[config.mk]
export PLATFORM = sky130hd
export DESIGN_NAME = gpio_responder
export DESIGN_NICKNAME = d
export VERILOG_FILES = /design/src/rtl/gpio_responder.sv
export SDC_FILE = /design/constraint.sdc
export NUM_CORES = 1
export LEC_CHECK = 0
export BUFFER_PORTS_ARGS = -buffer_cell sky130_fd_sc_hd__buf_2
export CORE_UTILIZATION = 35
export DETAILED_ROUTE_END_ITERATION = 8
export SLEW_MARGIN = 20
export SYNTH_ARGS = -nofsm -noshare
export SYNTH_HDL_FRONTEND = slang
export SYNTH_SLANG_ARGS = --single-unit
[constraint.sdc]
create_clock -name clk -period 2.7 [get_ports clk]
set_input_delay 0.27 -clock clk [delete_from_list [all_inputs] [get_ports clk]]
set_output_delay 0.27 -clock clk [all_outputs]
set_load 0.02 [all_outputs]
[src/rtl/gpio_responder.sv]
// Device-side GPIO endpoint: synchronises and queues edge events from the agent's pins,
// and drives the agent's input pins through a delayed, masked write command.
module gpio_responder #(
  parameter int WIDTH       = 32,
  parameter int SYNC_STAGES = 2,
  parameter int FIFO_DEPTH  = 4,
  parameter int DLY_W       = 8
) (
  input  logic              clk,
  input  logic              rst,
  input  logic [WIDTH-1:0]  pin_i,
  output logic [WIDTH-1:0]  pin_o,
  output logic [WIDTH-1:0]  pin_oe,
  input  logic [WIDTH-1:0]  rise_en,
  input  logic [WIDTH-1:0]  fall_en,
  output logic              evt_valid,
  input  logic              evt_ready,
  output logic [WIDTH-1:0]  evt_value,
  output logic [WIDTH-1:0]  evt_mask,
  output logic              evt_ovf,
  input  logic              ovf_clr,
  output logic              irq,
  input  logic              irq_en,
  input  logic              wr_valid,
  output logic              wr_ready,
  input  logic [WIDTH-1:0]  wr_data,
  input  logic [WIDTH-1:0]  wr_oe,
  input  logic [WIDTH-1:0]  wr_mask,
  input  logic [DLY_W-1:0]  wr_delay
);

  localparam int AW      = $clog2(FIFO_DEPTH);
  localparam int ARM_MAX = SYNC_STAGES + 1;
  localparam int ARM_W   = $clog2(ARM_MAX + 1);

  localparam logic [ARM_W-1:0] ARM_ONE  = 1;
  localparam logic [ARM_W-1:0] ARM_DONE = ARM_W'(ARM_MAX);
  localparam logic [AW-1:0]    PTR_ONE  = 1;
  localparam logic [AW:0]      CNT_ONE  = 1;
  localparam logic [AW:0]      CNT_FULL = (AW+1)'(FIFO_DEPTH);
  localparam logic [DLY_W-1:0] DLY_ONE  = 1;

  typedef enum logic [1:0] {S_IDLE, S_WAIT, S_APPLY} wr_state_t;

  logic [WIDTH-1:0] sync_q [SYNC_STAGES];
  logic [WIDTH-1:0] sync_val, prev_q, edge_d, edge_q, val_q;
  logic [ARM_W-1:0] arm_cnt;
  logic             armed;

  assign sync_val = sync_q[SYNC_STAGES-1];
  assign armed    = (arm_cnt == ARM_DONE);
  assign edge_d   = (sync_val & ~prev_q & rise_en) | (~sync_val & prev_q & fall_en);

  // Synchronised flops come out of reset at 0, so edges stay masked until the chain holds real pin data.
  always_ff @(posedge clk) begin
    if (rst) begin
      for (int i = 0; i < SYNC_STAGES; i++) sync_q[i] <= '0;
      prev_q  <= '0;
      edge_q  <= '0;
      val_q   <= '0;
      arm_cnt <= '0;
    end else begin
      sync_q[0] <= pin_i;
      for (int i = 1; i < SYNC_STAGES; i++) sync_q[i] <= sync_q[i-1];
      prev_q <= sync_val;
      edge_q <= armed ? edge_d : '0;
      val_q  <= sync_val;
      if (!armed) arm_cnt <= arm_cnt + ARM_ONE;
    end
  end

  logic [WIDTH-1:0] mem_val  [FIFO_DEPTH];
  logic [WIDTH-1:0] mem_mask [FIFO_DEPTH];
  logic [AW-1:0]    wr_ptr, rd_ptr;
  logic [AW:0]      count;
  logic             push_req, pop, full, push_ok, drop;

  assign push_req = |edge_q;
  assign pop      = evt_valid & evt_ready;
  assign full     = (count == CNT_FULL);
  assign push_ok  = push_req & (~full | pop);
  assign drop     = push_req & full & ~pop;

  always_ff @(posedge clk) begin
    if (rst) begin
      wr_ptr  <= '0;
      rd_ptr  <= '0;
      count   <= '0;
      evt_ovf <= 1'b0;
    end else begin
      if (push_ok) wr_ptr <= wr_ptr + PTR_ONE;
      if (pop)     rd_ptr <= rd_ptr + PTR_ONE;
      if (push_ok && !pop)      count <= count + CNT_ONE;
      else if (!push_ok && pop) count <= count - CNT_ONE;
      if (drop)         evt_ovf <= 1'b1;
      else if (ovf_clr) evt_ovf <= 1'b0;
    end
  end

  always_ff @(posedge clk) begin
    if (push_ok) begin
      mem_val[wr_ptr]  <= val_q;
      mem_mask[wr_ptr] <= edge_q;
    end
  end

  assign evt_valid = (count != '0);
  assign evt_value = evt_valid ? mem_val[rd_ptr]  : '0;
  assign evt_mask  = evt_valid ? mem_mask[rd_ptr] : '0;
  assign irq       = evt_valid & irq_en;

  wr_state_t        state_q, state_d;
  logic [DLY_W-1:0] cnt_q;
  logic [WIDTH-1:0] data_q, oe_q, mask_q, out_q, oe_out_q;

  always_ff @(posedge clk) begin
    if (rst) state_q <= S_IDLE;
    else     state_q <= state_d;
  end

  always_comb begin
    state_d = state_q;
    case (state_q)
      S_IDLE:  if (wr_valid) state_d = (wr_delay == '0) ? S_APPLY : S_WAIT;
      S_WAIT:  if (cnt_q <= DLY_ONE) state_d = S_APPLY;
      S_APPLY: state_d = S_IDLE;
      default: state_d = S_IDLE;
    endcase
  end

  always_comb begin
    wr_ready = (state_q == S_IDLE);
  end

  // The merged pin image passes through one more flop before reaching the pads.
  always_ff @(posedge clk) begin
    if (rst) begin
      cnt_q    <= '0;
      data_q   <= '0;
      oe_q     <= '0;
      mask_q   <= '0;
      out_q    <= '0;
      oe_out_q <= '0;
      pin_o    <= '0;
      pin_oe   <= '0;
    end else begin
      case (state_q)
        S_IDLE: if (wr_valid) begin
          data_q <= wr_data;
          oe_q   <= wr_oe;
          mask_q <= wr_mask;
          cnt_q  <= wr_delay;
        end
        S_WAIT:  cnt_q <= cnt_q - DLY_ONE;
        S_APPLY: begin
          out_q    <= (out_q & ~mask_q) | (data_q & mask_q);
          oe_out_q <= (oe_out_q & ~mask_q) | (oe_q & mask_q);
        end
        default: ;
      endcase
      pin_o  <= out_q;
      pin_oe <= oe_out_q;
    end
  end

endmodule

# Word level (Yosys, flattened, before mapping)
# Memories as Yosys holds them, arrays and structs flattened. A register that Yosys moved wholly into a read port is not among the register bits.
# Index checks and enable logic that the tools add are counted.
[classes] n_bitwise=25 order_cmp=1 addsub=6 muxes=23 eq_ne=6 n_reduce_logical=15
[op_table] operator="AND 32 bit" n=8
[op_table] operator="2-to-1 mux 32 bit" n=4
[op_table] operator="inverter 32 bit" n=3
[op_table] operator="OR 32 bit" n=3
[op_table] operator="OR reduction 32 bit" n=1
[op_table] operator="case mux 8 bit (2 select lines)" n=1
[op_table] operator="2-to-1 mux 2 bit" n=7
[op_table] operator="<= comparator 8 x 1 -> 1 bit (second input constant)" n=1
[op_table] operator="zero test 8 bit" n=1
[op_table] operator="2-to-1 mux 8 bit" n=1
[op_table] operator="subtractor 8 x 1 -> 8 bit (second input constant)" n=1
[op_table] operator="2-to-1 mux 1 bit" n=7
[op_table] operator="adder 2 x 1 -> 2 bit (second input constant)" n=3
[op_table] operator="2-to-1 mux 3 bit" n=2
[op_table] operator="AND reduction 2 bit" n=3
[op_table] operator="nonzero test 2 bit" n=3
[op_table] operator="AND 1 bit" n=5
[op_table] operator="equality test 2 bit (second input constant)" n=2
[op_table] operator="inequality test 2 bit (second input constant)" n=2
[op_table] operator="case mux 2 bit (2 select lines)" n=1
[op_table] operator="adder 3 x 1 -> 3 bit (second input constant)" n=1
[op_table] operator="equality test 3 bit (second input constant)" n=1
[op_table] operator="inverter 1 bit" n=3
[op_table] operator="OR 1 bit" n=3
[op_table] operator="7 further kinds" n=9
[totals] elab_cells=95 ram_bits=320 out_inout_bits=132 regBits=308 memories=3
[mem_list] name="mem_mask" words=4 width=32 rd=1 rd_ports_with_merged_regs=1 write_ports=1 line_no="73" text="logic [WIDTH-1:0] mem_mask [FIFO_DEPTH];"
[mem_list] name="mem_val" words=4 width=32 rd=1 rd_ports_with_merged_regs=1 write_ports=1 line_no="72" text="logic [WIDTH-1:0] mem_val [FIFO_DEPTH];"
[mem_list] name="sync_q" words=2 width=32 rd=2 rd_ports_with_merged_regs=0 write_ports=2 line_no="45" text="logic [WIDTH-1:0] sync_q [SYNC_STAGES];"

# Depth between registers and ports, before layout
# Gate-level depths: netlist of the first run.
[depth] depth_word=8 mapped_depth=9 depth_no_buf=9

# Worst setup path before layout of the first run
# No wires, ideal clock.
[synth_timing] path_type="register to register" from="register edge_q[9]" to="memory mem_mask[2][0], enable pin" synth_period_minus_slack_ps=2852 arrival_ps=2423 path_stages_with_launch=5 path_slack_ps=-152 path_cell_list="dfxtp_1 -> nor4_1 -> and4_1 -> a21oi_2 -> and2_1"
[synth_via] elab_chain_len=4
[synth_lines] item="start: declaration" line_no="46" text="logic [WIDTH-1:0] sync_val, prev_q, edge_d, edge_q, val_q;"
[synth_lines] item="start signal: assignment" line_no="66" text="edge_q <= armed ? edge_d : '0;"
[synth_lines] item="OR reduction 32 bit" line_no="78" text="assign push_req = |edge_q;"
[synth_lines] item="AND 1 bit" line_no="81" text="assign push_ok = push_req & (~full | pop);"
[synth_lines] item="named net push_ok" line_no="76" text="logic push_req, pop, full, push_ok, drop;"
[synth_lines] item="2-to-1 mux 1 bit" line_no="101" text="if (push_ok) begin"
[synth_lines] item="2-to-1 mux 1 bit (implied by the code)" line_no="103" text="mem_mask[wr_ptr] <= edge_q;"
[synth_lines] item="end: declaration" line_no="73"
# The timed path passes the listed nets, and every way through them passes these cells.

==> flow_summary.toml, run 1 <==
[setup_path]
critPathKind = "flip-flop to output port"
required_ns = 2.43
crit_arrival_ns = 2.25
cp_slowest_cell = "mux4_2"
critPathMaxStageDelay_ns = 0.54
cp-end-kind = "output port"
cp_max_fo = 41
path_cells = "buf_12 > mux4_2 > and2_1 > buf_2"
startpoint_type = "flip-flop"
r2r-start = "edge_q[27]"

[power_and_ir_drop]
leakage_nw = 10.9
powerDensity_nw_per_um2 = 854
peakVddDrop_uv = 489

[floorplanning]
die_w_um = 256
fp.coreArea_um2 = 63400
dieArea_um2 = 65500
start_util_pct = 35.6
rows = 92
io_pins = 338
fp.dieH_um = 256

[routing]
drc = 0
antenna_left = 0
wl_per_cell_um = 16.3
drt-total-wl_mm = 51.8
first_iter_violations = 676
vias = 14900
vias_per_cell = 4.68
dr.pass1.iters = 5

[placement]
globalplace.congestion = 0.787
dp_hpwl_mm = 33.0
port_buffers = 337

[sta]
min_period_ns = 2.52
max_freq_mhz = 396
hold_viol = 0
grt_setup_unrepaired = "false"
drv_slew = 0
setup_viol = 0
relSlewSlack_pct = 37.5
setup_tns_ns = 0
clock_skew_ns = 0.0261
period_share_pct = 93.5
worstMarginPinSlew_ns = 0.937

[synthesis]
synth_top_flop_cell = "dfxtp_1"
synth_seq_cells = 630
synth_cell_types = 49
synth_area_um2 = 22600
synth_fp_nets = 1965
ys_warn_count = 0
synth_edf_count = 256
avgSynthCellArea_um2 = 12.9
synth-seq-area-share_pct = 67.2
async_reset_ff_share_pct = 0
syn_inst = 1750

[clock_network]
clock-root-buffer = "clkbuf_16"
cts_setup_buffers = 0
h-tree-depth = 3
worstSkewPairLatency_ns = 0.60
numCtsBuffers = 70
cts.clk_slew.worst_paths_ns = 0.06
cts_tree = "yes"
cts_max_path_buffers = 3
cts_sinks = 630

[status]
status = "complete, no violations"

[global_routing]
groute.usage.overall_pct = 15.8
grt_overflow = 0
grt_start_max_net_pins = 169
grt_pass1_vias = 15400
grt_first_pass_wirelength_mm = 82.6
antenna_found_initial = 5

[cells_and_area]
layout.nets = 2488
area_growth_pct = 30.5
multi_input_area_um2 = 6810
final_core_util_pct = 46.4
drive_above_1_share_pct = 27.1
nFillCells = 5617
regArea_um2 = 15200

[run]
max_cap_viol_count = 0

[worst_hold_path]
hold_class = "input pin to flip-flop"
worstHoldStart = "fall_en[31]"
==> worst max-delay path, delay by kind of cell (launching register included) <==
family / cells / cell delay [ns]
DFF: 1 / 0.36
and+or+nand+nor: 1 / 0.22
buffers and inverters: 2 / 0.49
muxes: 1 / 0.54
==> layer usage <==
metal	vias up	part of all wire [%]	GRT usage, %
met1	7221	43	19.7
met2	380	48	26.6
met5	-	0.044	0
met3	85	6.3	4.53
li1	7177	-	-
met4	4	2.0	4.57
==> cell families after synthesis <==
logic type | count (synthesis) | synth area share, %
AND/OR/NAND/NOR | 709 | 16.8
flip-flops | 630 | 67.2
AO/OA/AOI/OAI | 223 | 5.89
buffers and inverters | 105 | 2.71
multiplexers | 69 | 6.61
adder cells (fa/ha/maj) | 9 | 0.532
XOR/XNOR | 5 | 0.194
==> timing repair <==
item	4_1_cts	5_1_grt
resized for setup	1	1
hold buffers	186	0
cloned	0	0
hold endpoints to repair	158	0
pin swaps	0	0
setup endpoints to repair	1	1
==> path summary, 6_finish.rpt <==
| path | to | slack [ns] | cells after the start |
|---|---|---|---|
| worst max register to register | count[2] | 0.21 | 9 |
| worst min-delay path | edge_q[31] | 0.05 | 3 |
| worst min register to register | sync_q[0][34] | 0.43 | 1 |
| worst max-delay path | evt_value[2] | 0.18 | 4 |
==> cell usage in the layout, fill, tap and decap left out, types with 6 or more instances in the layout <==
cell type	n
buf_12	17
nand2_1	253
clkbuf_1	19
ha_1	8
edfxtp_1	256
buf_2	336
inv_1	6
a21oi_2	41
and2_1	66
clkbuf_16	72
nor2b_1	160
nand3_1	65
nand2_2	40
mux4_2	64
nor4_1	10
nor2_1	18
nand3b_1	66
dfxtp_1	372
dlygate4sd3_1	186
a21oi_1	163
clkinv_2	7
buf_4	7
clkbuf_8	14
==> per-stage QoR <==
stage	hold WS (ns)	power [mW]	instances	instance area (um2)	worst slack, ns
after floorplan	0.398	14.1	1750	22600	0.540
after global placement	0.419	15.5	2861	25200	0.269
after detailed placement	0.426	15.6	2861	25200	0.196
after CTS	0.0160	25.5	3174	29400	0.0788
after global routing	0.0318	26.2	3175	29400	0.0147
final	0.0511	25.1	3176	29400	0.176
==> synthesized netlist by cell type (30+ instances only) <==
cell | instances | area share (%)
edfxtp_1 | 256 | 34
clkbuf_1 | 46 | 0.77
and2_1 | 70 | 1.9
a21oi_1 | 163 | 3.6
dfxtp_1 | 374 | 33
a21oi_2 | 41 | 1.6
nor2b_1 | 161 | 4.5
nand2_1 | 253 | 4.2
nand3_1 | 65 | 1.4
mux4_2 | 64 | 6.4
buf_2 | 30 | 0.67
nand3b_1 | 66 | 2.2
nand2_2 | 40 | 1.1
==> cell type report <==
cell class | instances | share of cell area, %
timing repair buffer | 550 | 13.5
multi-input combinational | 1015 | 23.1
antenna | 2 | 0.0170
clock buffer | 105 | 7.02
sequential | 630 | 51.6
tap | 846 | 3.59
clock inverter | 22 | 1.08
inverter | 6 | 0.0765
==> report_power, final <==
group	internal [mW]	switching (mW)
clock	5.82	3.82
combinational	2.03	2.81
sequential	10.4	0.314
Note: power is estimated with default switching activity, not from simulation.
==> run 2: changes to the inputs <==
==> constraint.sdc (replaced) <==
create_clock -name clk -period 2.7 [get_ports clk]
set_input_delay 0.675 -clock clk [delete_from_list [all_inputs] [get_ports clk]]
set_output_delay 0.675 -clock clk [all_outputs]
set_load 0.02 [all_outputs]
==> run 2 against run 1 <==
The run now ends with setup timing left. Register-to-register slack gained 0.12 ns. Fmax shrank 12%. Sequential share of layout area grew 1.7 points. Worst setup slack lost 0.34 ns. Sequential power is essentially flat. Largest power group unchanged. Worst hold slack gained 0.24 ns.
==> flow_summary.toml, run 2 (synthesis results as in run 1) <==
[setup_path]
reg2reg_slack_ns = 0.33
critPathMaxStageDelay_ns = 0.51
crit_arrival_ns = 2.19
required_ns = 2.03
cp_max_fo = 6
cp_slowest_cell = "mux4_2"
critPathKind = "flip-flop to output port"
cp-end-kind = "output port"
startpoint_type = "flip-flop"
path_cells = "buf_12 > buf_8 > buf_16 > mux4_2 > and2_4 > buf_6"

[run]
max_cap_viol_count = 0

[global_routing]
met2_usage_pct = 27.6
grt_pass1_vias = 14700
grt_overflow = 0
grt_first_pass_wirelength_mm = 83.3
grtUsageMet1_pct = 20.1
antenna_found_initial = 10
grt_start_max_net_pins = 192
busiest_layer = "met2"
groute.usage.overall_pct = 16.3
gr-usage-met3_pct = 5.08

[cells_and_area]
area_growth_pct = 26.3
fin_cells = 3013
final_cell_mix = "372 x dfxtp_1, 283 x buf_2, 256 x edfxtp_1"
mostFrequentLayoutCell = "dfxtp_1"
final_cell_area_um2 = 28500
final_core_util_pct = 44.9
layout.nets = 2326
drive_above_1_share_pct = 32.8

[placement]
placed_cell_area_um2 = 25300
dp_cells = 2865
port_buffers = 337
dp_hpwl_mm = 33.4
globalplace.congestion = 0.787

[status]
status = "finished, violations left"
failed_checks = "setup timing"

[power_and_ir_drop]
peakVddDrop_uv = 444
powerDensity_nw_per_um2 = 932
leakage_nw = 10.4

[routing]
vias_per_cell = 4.75
dr.pass1.iters = 5
antenna_left = 0
first_iter_violations = 835
vias = 14300
drc = 0
drt-total-wl_mm = 53.2
wl_per_cell_um = 17.7

[sta]
relSlewSlack_pct = 32.9
drv_slew = 0
hold_slack_ns = 0.292
max_freq_mhz = 350
setup_viol = 64
hold_viol = 0
period_share_pct = 106
worstMarginPinSlew_ns = 1.01
grt_setup_unrepaired = "true"
clock_skew_ns = 0.0237
min_period_ns = 2.86
worst_slack_ns = -0.161

[clock_network]
cts.clk_slew.worst_paths_ns = 0.06
clock-root-buffer = "clkbuf_16"
cts_tree = "yes"
h-tree-depth = 3
cts_max_path_buffers = 3
cts_sinks = 630
numCtsBuffers = 69
worstSkewPairLatency_ns = 0.60

[floorplanning]
dieArea_um2 = 65500
start_util_pct = 35.6
rows = 92
io_pins = 338
fp.coreArea_um2 = 63400
die_w_um = 256
fp.dieH_um = 256

[worst_hold_path]
hold_class = "input pin to flip-flop"
-- run 2: cell count changes in the layout (fill, tap and decap cells not counted), sizes merged --
cell and change:
inv +2, dlygate4sd3 -186, diode +1, buf +24, clkbuf -6, clkinv +2
bufbuf +1, bufinv -1
-- run 2: per-stage QoR --
stage / setup slack (ns) / TNS, ns / total power [mW]
after global placement: 0.366 / 0 / 15.5
final: -0.161 / -6.99 / 26.6
after CTS: -0.214 / -10.57 / 27.0
after global routing: -0.238 / -11.61 / 27.7
after floorplan: 0.458 / 0 / 14.1
after detailed placement: 0.267 / 0 / 15.6
-- run 2: what timing repair did --
| action | in CTS | in global routing |
|---|---|---|
| hold endpoints to repair | 0 | 0 |
| resized for setup | 180 | 0 |
| endpoints found under the setup margin | 66 | 64 |
| cloned | 11 | 0 |
| pin swaps | 19 | 0 |
| buffers inserted | 10 | 0 |
| hold buffers | 0 | 0 |
-- run 2: area by class of cell --
cell class | instances | area (um2)
tap | 846 | 1060
inverter | 6 | 22.5
fill | 5728 | 34900
sequential | 630 | 15200
antenna | 3 | 7.51
multi-input combinational | 1015 | 6950
clock inverter | 25 | 268
clock buffer | 99 | 2010
timing repair buffer | 389 | 3000
-- run 2: final timing paths --
| path | cells past startpoint | end | start |
|---|---|---|---|
| worst max-delay path | 6 | evt_value[15] | flip-flop |
| worst min-delay path | 2 | sync_q[0][10] | pin_i[10] |
| worst max register to register | 9 | count[2] | edge_q[27] |
| worst min register to register | 1 | sync_q[0][47] | sync_q[0][15] |
-- run 2: layer usage --
metal  up-vias  share of wire, %
met1      6955                42
met3        82               7.4
met5         -              0.15
met4        14               1.8
li1       6857                 -
met2       392                49
-- run 2: where the power goes --
group	internal, mW	switching, mW
registers	10.4	0.304
clock network	5.59	3.73
logic	3.38	3.20
-- run 2: worst max-delay path: cells and delay by family (launching register included) --
| family | cells | cell delay [ns] |
|---|---|---|
| buffers and inverters | 4 | 0.51 |
| muxes | 1 | 0.51 |
| DFF | 1 | 0.38 |
| and+or+nand+nor | 1 | 0.18 |
==> run 3: changes to the inputs <==
--- a/config.mk
+++ b/config.mk
@@ -8,6 +8,7 @@
 export BUFFER_PORTS_ARGS = -buffer_cell sky130_fd_sc_hd__buf_2
 export CORE_UTILIZATION = 35
 export DETAILED_ROUTE_END_ITERATION = 8
+export PLACE_DENSITY_LB_ADDON = 0.05
 export SLEW_MARGIN = 20
 export SYNTH_ARGS = -nofsm -noshare
 export SYNTH_HDL_FRONTEND = slang
==> constraint.sdc (replaced) <==
create_clock -name clk -period 2.7 [get_ports clk]
set_input_delay 0.54 -clock clk [delete_from_list [all_inputs] [get_ports clk]]
set_output_delay 0.54 -clock clk [all_outputs]
set_load 0.02 [all_outputs]
==> run 3 against run 2 <==
The flow still finishes with violations (setup timing). Clock skew is 0.0012 ns higher. Critical path depth stayed put. Wire length is 1.5% higher. Clock power is 1% lower. Count of clock-buffer cells in the layout is 11 higher. Worst setup slack better by 0.16 ns. Cell count hardly changed. Global-route usage is 0.32 points higher. Critical path type unchanged. Largest cell class unchanged. Highest routed layer unchanged.
==> flow_summary.toml, run 3 (synthesis results as in run 1) <==
[global_routing]
groute.usage.overall_pct = 16.6
grt_pass1_vias = 14300
grt_overflow = 0
grt_start_max_net_pins = 162
antenna_found_initial = 20
grt_first_pass_wirelength_mm = 84.4

[setup_path]
reg2reg_slack_ns = 0.17
path_cells = "buf_12 > buf_12 > buf_16 > mux4_2 > and2_4 > buf_6"
cp_common_cell = "buf_12"
reg2reg_depth = 10
cp_max_fo = 5
r2r-end = "count[2]"
path_delay_family = "multiplexers"
required_ns = 2.16
startpoint_type = "flip-flop"
critPathKind = "flip-flop to output port"
worst-path-buf-inv = 4
cp_slowest_cell = "mux4_2"
r2r-start = "edge_q[9]"
critPathMaxStageDelay_ns = 0.50
crit_arrival_ns = 2.16
cp-end-kind = "output port"

[sta]
drv_slew = 0
worstMarginPinSlew_ns = 0.838
clock_skew_ns = 0.0249
max_freq_mhz = 370
hold_viol = 0
period_share_pct = 100
relSlewSlack_pct = 44.2
min_period_ns = 2.70
worst_slack_ns = -0.00410
hold_slack_ns = 0.156
setup_viol = 1
grt_setup_unrepaired = "true"

[cells_and_area]
area_growth_pct = 24.6
layout.nets = 2320
fin_cells = 3012
mostFrequentLayoutCell = "dfxtp_1"
drive_above_1_share_pct = 31.9
multi_input_area_um2 = 6940
final_cell_mix = "372 x dfxtp_1, 286 x buf_2, 256 x edfxtp_1"
nFillCells = 5963
regArea_um2 = 15200
final_cell_area_um2 = 28100

[routing]
drt-total-wl_mm = 54.0
drc = 0
antenna_left = 0
vias = 14100
vias_per_cell = 4.67
dr.pass1.iters = 4
first_iter_violations = 650
wl_per_cell_um = 17.9

[clock_network]
clock-root-buffer = "clkbuf_16"
cts_tree = "yes"
h-tree-depth = 3
cts.clk_slew.worst_paths_ns = 0.06
cts_sinks = 630
cts_max_path_buffers = 3
worstSkewPairLatency_ns = 0.60
numCtsBuffers = 70

[power_and_ir_drop]
powerDensity_nw_per_um2 = 923
leakage_nw = 10.3
peakVddDrop_uv = 417

[placement]
port_buffers = 337
placed_cell_area_um2 = 25200
dp_slack_ns = 0.0760
dp_hpwl_mm = 34.4
dp_cells = 2867
globalplace.congestion = 0.729

[floorplanning]
rows = 92
fp.coreArea_um2 = 63400
die_w_um = 256
fp.dieH_um = 256
start_util_pct = 35.6
io_pins = 338
dieArea_um2 = 65500

[worst_hold_path]
hold_class = "input pin to flip-flop"
worstHoldStart = "pin_i[19]"
whs_path_depth = 2
hold_end = "sync_q[0][19]"

[run]
max_cap_viol_count = 0

[status]
failed_checks = "setup timing"
status = "finished, violations left"
==> run 3: area by class of cell <==
type,instances,share of cell area [%]
Multi-Input combinational cell,1015,24.7
Timing Repair Buffer,382,9.49
Sequential cell,630,54.0
Clock buffer,110,7.47
Tap cell,846,3.77
Inverter,6,0.0801
Clock inverter,16,0.454
Antenna cell,7,0.0623
==> run 3: what timing repair did <==
action / CTS / global route
gates cloned: 5 / 1
endpoints found under the setup margin: 64 / 57
resized for setup: 108 / 44
hold buffers: 0 / 0
setup buffers: 7 / 0
==> run 3: power breakdown <==
part / internal, mW / switching (mW) / total [mW]
Sequential: 10.4 / 0.304 / 10.7
Combinational: 2.98 / 3.10 / 6.08
Clock: 5.45 / 3.75 / 9.20
Total: 18.8 / 7.15 / 25.9
==> run 3: worst register-to-register path, stage by stage (launching register included) <==
cell     delay, ns
dfxtp_1       0.41
nor4_1        0.10
buf_4         0.14
and4_1        0.24
a21oi_4       0.28
ha_1          0.23
inv_1         0.06
fa_1          0.37
xor2_1        0.18
or3_1         0.31
a21oi_1       0.15
==> run 3: how the worst max path moves through the flow <==
| stage | end | slack (ns) | cells past startpoint |
|---|---|---|---|
| detailed placement | count[2] | 0.08 | 10 |
| floorplan | mem_mask[0][0] | 0.54 | 4 |
| CTS | evt_value[22] | -0.08 | 6 |
| finish | evt_mask[11] | -0.004 | 6 |
| global route | evt_mask[11] | -0.08 | 6 |
| global placement | count[2] | 0.12 | 10 |
==> run 3: per-stage QoR <==
step	setup TNS [ns]	util, %	power [mW]
finish	-0.00410	44.3	25.9
global route	-1.66	44.3	27.2
CTS	-1.30	44.1	26.2
detailed placement	0	39.7	15.8
global placement	0	39.7	15.8
floorplan	0	-	14.1
==> run 3: metal layers <==
layer	global-route usage [%]	vias to the layer above	wire length, um
met5	0	-	155
met4	5.07	22	1230
met3	5.16	103	3150
met2	27.9	268	26300
met1	20.5	6805	23200
li1	-	6862	-
